==> src/rtl/counter_sequencer.sv <==
// Run controller for the 8-bit up-counter: load / run / pause / terminal phases with a tick prescaler.
// Optional periodic reload is built only when COUNTER_SEQUENCER_AUTO_RELOAD_EN is defined.
module counter_sequencer #(
    parameter int unsigned WIDTH    = 8,
    parameter int unsigned PRESCALE = 1
) (
    input  logic             clk,
    input  logic             reset,
    input  logic             start,
    input  logic             stop,
    input  logic             pause,
    input  logic             auto_reload,
    input  logic [WIDTH-1:0] load_val,
    input  logic [WIDTH-1:0] term_val,
    output logic [WIDTH-1:0] eight_bit_counter,
    output logic             busy,
    output logic             done,
    output logic             wrap
);

    localparam int unsigned PreW = (PRESCALE > 1) ? $clog2(PRESCALE) : 1;
    localparam logic [PreW-1:0] PreMax = PreW'(PRESCALE - 1);

    typedef enum logic [1:0] {
        StIdle,
        StRun,
        StPause,
        StDone
    } state_e;

    state_e            state_q, state_d;
    logic [WIDTH-1:0]  cnt_q, cnt_d;
    logic [PreW-1:0]   pre_q, pre_d;
    logic [WIDTH-1:0]  load_q, load_d;
    logic [WIDTH-1:0]  term_q, term_d;
    logic              busy_q, busy_d;
    logic              done_q, done_d;
    logic              wrap_q, wrap_d;
    logic              reload_q, reload_d;

`ifdef COUNTER_SEQUENCER_AUTO_RELOAD_EN
    always_ff @(posedge clk or negedge reset) begin
        if (!reset) begin
            reload_q <= 1'b0;
        end else begin
            reload_q <= reload_d;
        end
    end
`else
    logic unused_auto_reload;
    assign unused_auto_reload = auto_reload;
    assign reload_q           = 1'b0;
`endif

    always_comb begin
        state_d  = state_q;
        cnt_d    = cnt_q;
        pre_d    = pre_q;
        load_d   = load_q;
        term_d   = term_q;
        done_d   = 1'b0;
        wrap_d   = 1'b0;
        reload_d = reload_q;

        if (stop) begin
            state_d = StIdle;
        end else begin
            unique case (state_q)
                StIdle, StDone: begin
                    if (start) begin
                        state_d  = StRun;
                        cnt_d    = load_val;
                        load_d   = load_val;
                        term_d   = term_val;
                        pre_d    = '0;
                        reload_d = auto_reload;
                    end
                end
                StRun: begin
                    if (pause) begin
                        state_d = StPause;
                    end else if (cnt_q == term_q) begin
                        done_d = 1'b1;
                        if (reload_q) begin
                            // Periodic mode: restart the period on the same edge as done.
                            cnt_d = load_q;
                            pre_d = '0;
                        end else begin
                            state_d = StDone;
                        end
                    end else if (pre_q == PreMax) begin
                        pre_d  = '0;
                        cnt_d  = cnt_q + WIDTH'(1);
                        wrap_d = &cnt_q;
                    end else begin
                        pre_d = pre_q + PreW'(1);
                    end
                end
                StPause: begin
                    if (!pause) begin
                        state_d = StRun;
                    end
                end
                default: begin
                    state_d = StIdle;
                end
            endcase
        end

        busy_d = (state_d == StRun) || (state_d == StPause);
    end

    always_ff @(posedge clk or negedge reset) begin
        if (!reset) begin
            state_q <= StIdle;
            cnt_q   <= '0;
            pre_q   <= '0;
            load_q  <= '0;
            term_q  <= '0;
            busy_q  <= 1'b0;
            done_q  <= 1'b0;
            wrap_q  <= 1'b0;
        end else begin
            state_q <= state_d;
            cnt_q   <= cnt_d;
            pre_q   <= pre_d;
            load_q  <= load_d;
            term_q  <= term_d;
            busy_q  <= busy_d;
            done_q  <= done_d;
            wrap_q  <= wrap_d;
        end
    end

    assign eight_bit_counter = cnt_q;
    assign busy              = busy_q;
    assign done              = done_q;
    assign wrap              = wrap_q;

endmodule
==> config.mk <==
export PLATFORM = sky130hd
export DESIGN_NAME = counter_sequencer
export DESIGN_NICKNAME = d
export VERILOG_FILES = /design/src/rtl/counter_sequencer.sv
export SDC_FILE = /design/constraint.sdc
export NUM_CORES = 1
export LEC_CHECK = 0
export ABC_AREA = 1
export BUFFER_PORTS_ARGS = -buffer_cell sky130_fd_sc_hd__clkbuf_2
export CORE_MARGIN = 2
export CORE_UTILIZATION = 50
export DETAILED_ROUTE_END_ITERATION = 7
export PLACE_DENSITY = 0.76
export SETUP_SLACK_MARGIN = 0.1
export SLEW_MARGIN = 5
export SYNTH_ARGS = -nofsm -noshare
export SYNTH_HDL_FRONTEND = slang
export SYNTH_SLANG_ARGS = --single-unit
==> constraint.sdc <==
create_clock -name clk -period 1.7 [get_ports clk]
set_input_delay 0.17 -clock clk [delete_from_list [all_inputs] [get_ports clk]]
set_output_delay 0.17 -clock clk [all_outputs]
set_load 0.05 [all_outputs]
* Word-level counts from Yosys, hierarchy flattened
Cells that the tools add are included.
Operators by class: add/subtract/negate cells 2, equality and inequality tests 10, muxes and demuxes 25, bitwise operators 1, reduce and logical (&&, ||, !) cells 8
Operators by type and width (count):
- 2-to-1 mux 8 bit | 4
- case mux 8 bit (2 select lines) | 1
- 2-to-1 mux 1 bit | 13
- 2-to-1 mux 2 bit | 5
- adder 8 x 1 -> 8 bit (second input constant) | 1
- == test 8 bit | 1
- != test 2 bit (second input constant) | 4
- AND reduction 8 bit | 1
- == test 2 bit (second input constant) | 3
- case mux 2 bit (3 select lines) | 1
- AND reduction 6 bit | 1
- AND reduction 5 bit | 1
- == test 2 x 1 -> 1 bit (second input constant) | 2
- AND reduction 3 bit | 1
- zero test 2 bit | 1
- case mux 1 bit (2 select lines) | 1
- nonzero test 2 bit | 1
- OR reduction 2 bit | 1
- adder 1 bit (second input constant) | 1
- logical OR 1 bit | 1
- inverter 1 bit | 1
Storage, ports and cells: bits in registers 22, input bits 22, output and inout bits 11

* Depth between registers and ports, before layout
depth after elaboration 7, gate-level depth with buffers 12, mapped depth without buffers 12

* Worst setup path after synthesis
OpenSTA, ideal clock, no wires.
path kind reg2reg, start point reg cnt_q[0] (netlist: eight_bit_counter[0]), end point reg cnt_q[6] (netlist: eight_bit_counter[6]), data arrival time 1.725 ns, required time 1.580 ns, setup slack -0.146 ns, cell stages (with the launch flop) 9, path buffers 0, clock period less this slack 1.846 ns, cell sequence dfrtp_1 > ha_1 > nand4_1 > or2_0 > or2_1 > nand3_1 > nand2_1 > nand2_2 > o21ai_2
Between the ends: word-level cells in the longest chain between the ends 5, elaborated cells between the ends (all ways) 8, classes of those cells 1 x add/sub; 2 x eq/ne; 4 x mux; 1 x reduce/logical
RTL lines:
- from (decl) | RTL line 32 | logic [WIDTH-1:0] cnt_q, cnt_d;
- from (signal assigned) | RTL line 125 | cnt_q <= cnt_d;
- adder 8 x 1 -> 8 bit | RTL line 93 | cnt_d = cnt_q + WIDTH'(1);
- 2-to-1 mux 8 bit | RTL line 91 | end else if (pre_q == PreMax) begin
- 2-to-1 mux 8 bit | RTL line 82 | end else if (cnt_q == term_q) begin
- 2-to-1 mux 8 bit | RTL line 80 | if (pause) begin
- case mux 8 bit (2 select lines) | RTL line 68 | unique case (state_q)
Several ways; a longest one is shown, not always the timed one. The select of a mux whose other input is x is not followed. A chain may end at the register's enable or synchronous reset.

* Final worst setup path
start point reg state_q[1], end point reg cnt_q[3] (netlist: eight_bit_counter[3])
Between the ends: word-level cells in the longest chain between the ends 4, elaborated cells between the ends (all ways) 11, classes of those cells 6 x eq/ne; 1 x mux; 4 x reduce/logical
RTL lines:
- from (decl) | RTL line 31 | state_e state_q, state_d;
- from (signal assigned) | RTL line 115 | state_q <= StIdle;
- from (signal assigned) | RTL line 124 | state_q <= state_d;
- == test 2 bit or zero test 2 bit (tied branches) | RTL line 68
- OR reduction 2 bit | RTL line 68
- != test 2 bit (no source line) or nonzero test 2 bit (tied branches)
- AND reduction 6 bit (no source line)
Several ways; a longest one is shown, not always the timed one.

==> flow_summary.toml <==
[clock_network]
cts_root_buffer = "clkbuf_4"
clock_latency_ns = 0.31
path_clk_slew_ns = 0.12
h-tree-depth = 1
clock_sinks = 21
cts_made_buffers = 3
cts_buffer_depth = 2
cts_tree = "yes"

[route]
drcViolationCount = 0
drt_iter0_markers = 47
dr.pass1.iters = 4
post_drt_wl_per_cell_um = 13.1
via_per_inst = 5.20
vias = 1270
wirelength_mm = 3.21
ant_nets = 0

[final_layout]
fin_cells = 244
diodes = 0
areaGrowthSynthToFinish_pct = 29.9
fin_area_um2 = 1720
fillers = 203
multiInputGateArea_um2 = 752
regArea_um2 = 533
mostFrequentLayoutCells = "nand2_1 (39), clkbuf_2 (31), nor2_1 (18)"
drive_gt1_frac = 0.416
layout_commonest_cell = "nand2_1"
nNetsFinal = 241

[floorplanning]
core_um2 = 2500
die_h_um = 55.5
ios = 33
fp.dieArea_um2 = 3080
initial_core_util = 0.530
die_w_um = 55.5
rows = 18

[placement]
gp_congestion = 0.747
post-place-cells = 232
dpl.hpwl_mm = 2.24
io_buffer_count = 31
dpl-instance-area_um2 = 1550

[setup_path]
worstSetupPathType = "flop to flop"
cp-end-kind = "flop"
cp-start-kind = "flop"
rr_worst_depth = 9
critPathArrivalTime_ns = 1.81
required_ns = 1.95
r2r_end = "eight_bit_counter[3]"
crit_end = "eight_bit_counter[3]"
crit_start = "state_q[1]"
r2r-start = "state_q[1]"
critPathMaxFanout = 6
reg2reg_slack_ns = 0.14

[logic_synthesis]
synth_top_area_frac = 0.397
synthMuxAreaShare = 0.0255
synth-compound-area-share = 0.132
yosysTopAreaCell = "dfrtp_1"
yosys.area_share.xor_xnor = 0.0264
syn_nets = 195
synth_area_per_cell_um2 = 7.84
synth_top_family_by_area = "simple AND/OR/NAND/NOR gates"
synth_cells = 169
synth-edff-count = 0
yosysWarnings = 0
synth_simple_gate_area_share = 0.301
synth_cell_types = 32
ys_seq_area_frac = 0.397
synthTopCellsByArea = "dfrtp_1 (40%), nand2_1 (11%), nor2_1 (5.1%), ha_1 (3.8%), nand2_2 (3.8%)"
ys_seq_elements = 21
synth_fa_ha_area_frac = 0.0378
synth-main-ff-cell = "dfrtp_1"
ys_async_sr_fraction = 1.00
syn_area_um2 = 1330

[worst_hold_path]
holdCritPathClass = "input pin to flop"

[timing]
finalCritPeriodShare = 0.917
setup_violations = 0
rsz0062_at_grt = "yes"
slew_headroom = 0.636
worst_pin_slew_ns = 0.545
hold_violations = 0
fin_skew_ns = 0.00320
slew_violations = 0
period_minus_slack_ns = 1.56
clock.fmax_mhz = 642
setup-tns-final_ns = 0

[outcome]
outcome = "finished, final reports clean"

[power_and_ir_drop]
peakVddDrop_uv = 1450
leakagePower_nw = 0.865
power_per_cell_area_nw_per_um2 = 1960

[global_route]
grt.total_usage = 0.209
grt_overflow = 0
first_global_vias = 1220
grt_pass1_wl_mm = 5.16
antenna_found_initial = 0
grt_max_degree = 22

[run]
maxCapViolations = 0
==> Yosys cell counts, types with 2 or more instances <==
cell type and count:
xnor2_1 3, dfrtp_1 21, nand3_1 8, nand2_2 8, o21ai_2 5, inv_1 13
a21oi_1 9, ha_1 4, nand4_1 2, nor2_1 18, mux2_1 3, o21ai_1 4
inv_2 8, nor2_4 2, o21ai_0 5, nand2_1 40
==> per-stage QoR <==
| step | hold slack [ns] | setup WS [ns] | utilization | total power [mW] |
|---|---|---|---|---|
| floorplan | -0.126 | 0.0875 | - | 2.35 |
| global placement | 0.166 | 0.0574 | 0.622 | 2.69 |
| detailed placement | 0.173 | 0.00201 | 0.622 | 2.77 |
| CTS | 0.0539 | 0.107 | 0.663 | 3.18 |
| global route | 0.0527 | 0.0280 | 0.689 | 3.63 |
| finish | 0.0548 | 0.142 | 0.689 | 3.38 |
==> layout make-up <==
cell class | count | share of cell area
clock buffer | 3 | 0.0131
clock inverter | 1 | 0.00291
sequential | 21 | 0.310
timing repair buffer | 45 | 0.164
inverter | 21 | 0.0516
tap | 30 | 0.0218
multi-input combinational | 123 | 0.437
==> flip-flops by register name (all words and copies together) (netlist names) <==
signal	cells
eight_bit_counter	8
busy	1
done	1
wrap	1
term_q	8
state_q	2
==> what timing repair did <==
action                                  in CTS  in global routing
buffers inserted                             5                  2
hold endpoints to repair                    21                  0
gates resized for setup                      7                 10
endpoints found under the setup margin       8                 18
pin swaps                                    3                  6
hold buffers                                 1                  0
==> how the worst min path moves through the flow <==
stage / end / cells past startpoint / from
2_1_floorplan: busy / 0 / reset
3_3_place_gp: term_q[4] / 1 / reset
3_5_place_dp: term_q[4] / 1 / reset
4_1_cts: term_q[6] / 2 / term_val[6]
5_1_grt: term_q[6] / 2 / term_val[6]
6_report: term_q[6] / 2 / term_val[6]
==> power breakdown <==
part	internal (mW)	switching [mW]
logic	0.822	1.34
registers	0.728	0.236
clock network	0.0881	0.164
total	1.64	1.74
==> metal layers <==
metal / global-route usage / wire, um
met1: 0.257 / 1360
met2: 0.361 / 1630
met3: 0.0234 / 130
met4: 0.105 / 77
met5: 0 / 0
==> worst max-delay path: stages (launching register included) <==
cell	delay [ns]
dfrtp_2	0.47
ha_4	0.25
inv_4	0.06
o21ai_2	0.07
a211oi_4	0.21
nand2_4	0.10
inv_4	0.09
buf_6	0.13
nand2_2	0.05
o21ai_2	0.05
==> cell families after synthesis <==
kind of cell	count (synthesis)
AND/OR/NAND/NOR	84
AO/OA/AOI/OAI	28
buffers and inverters	25
flip-flops	21
XOR/XNOR	4
adder cells (fa/ha/maj)	4
multiplexers	3
No activity file was read; power rests on OpenSTA's default activity.
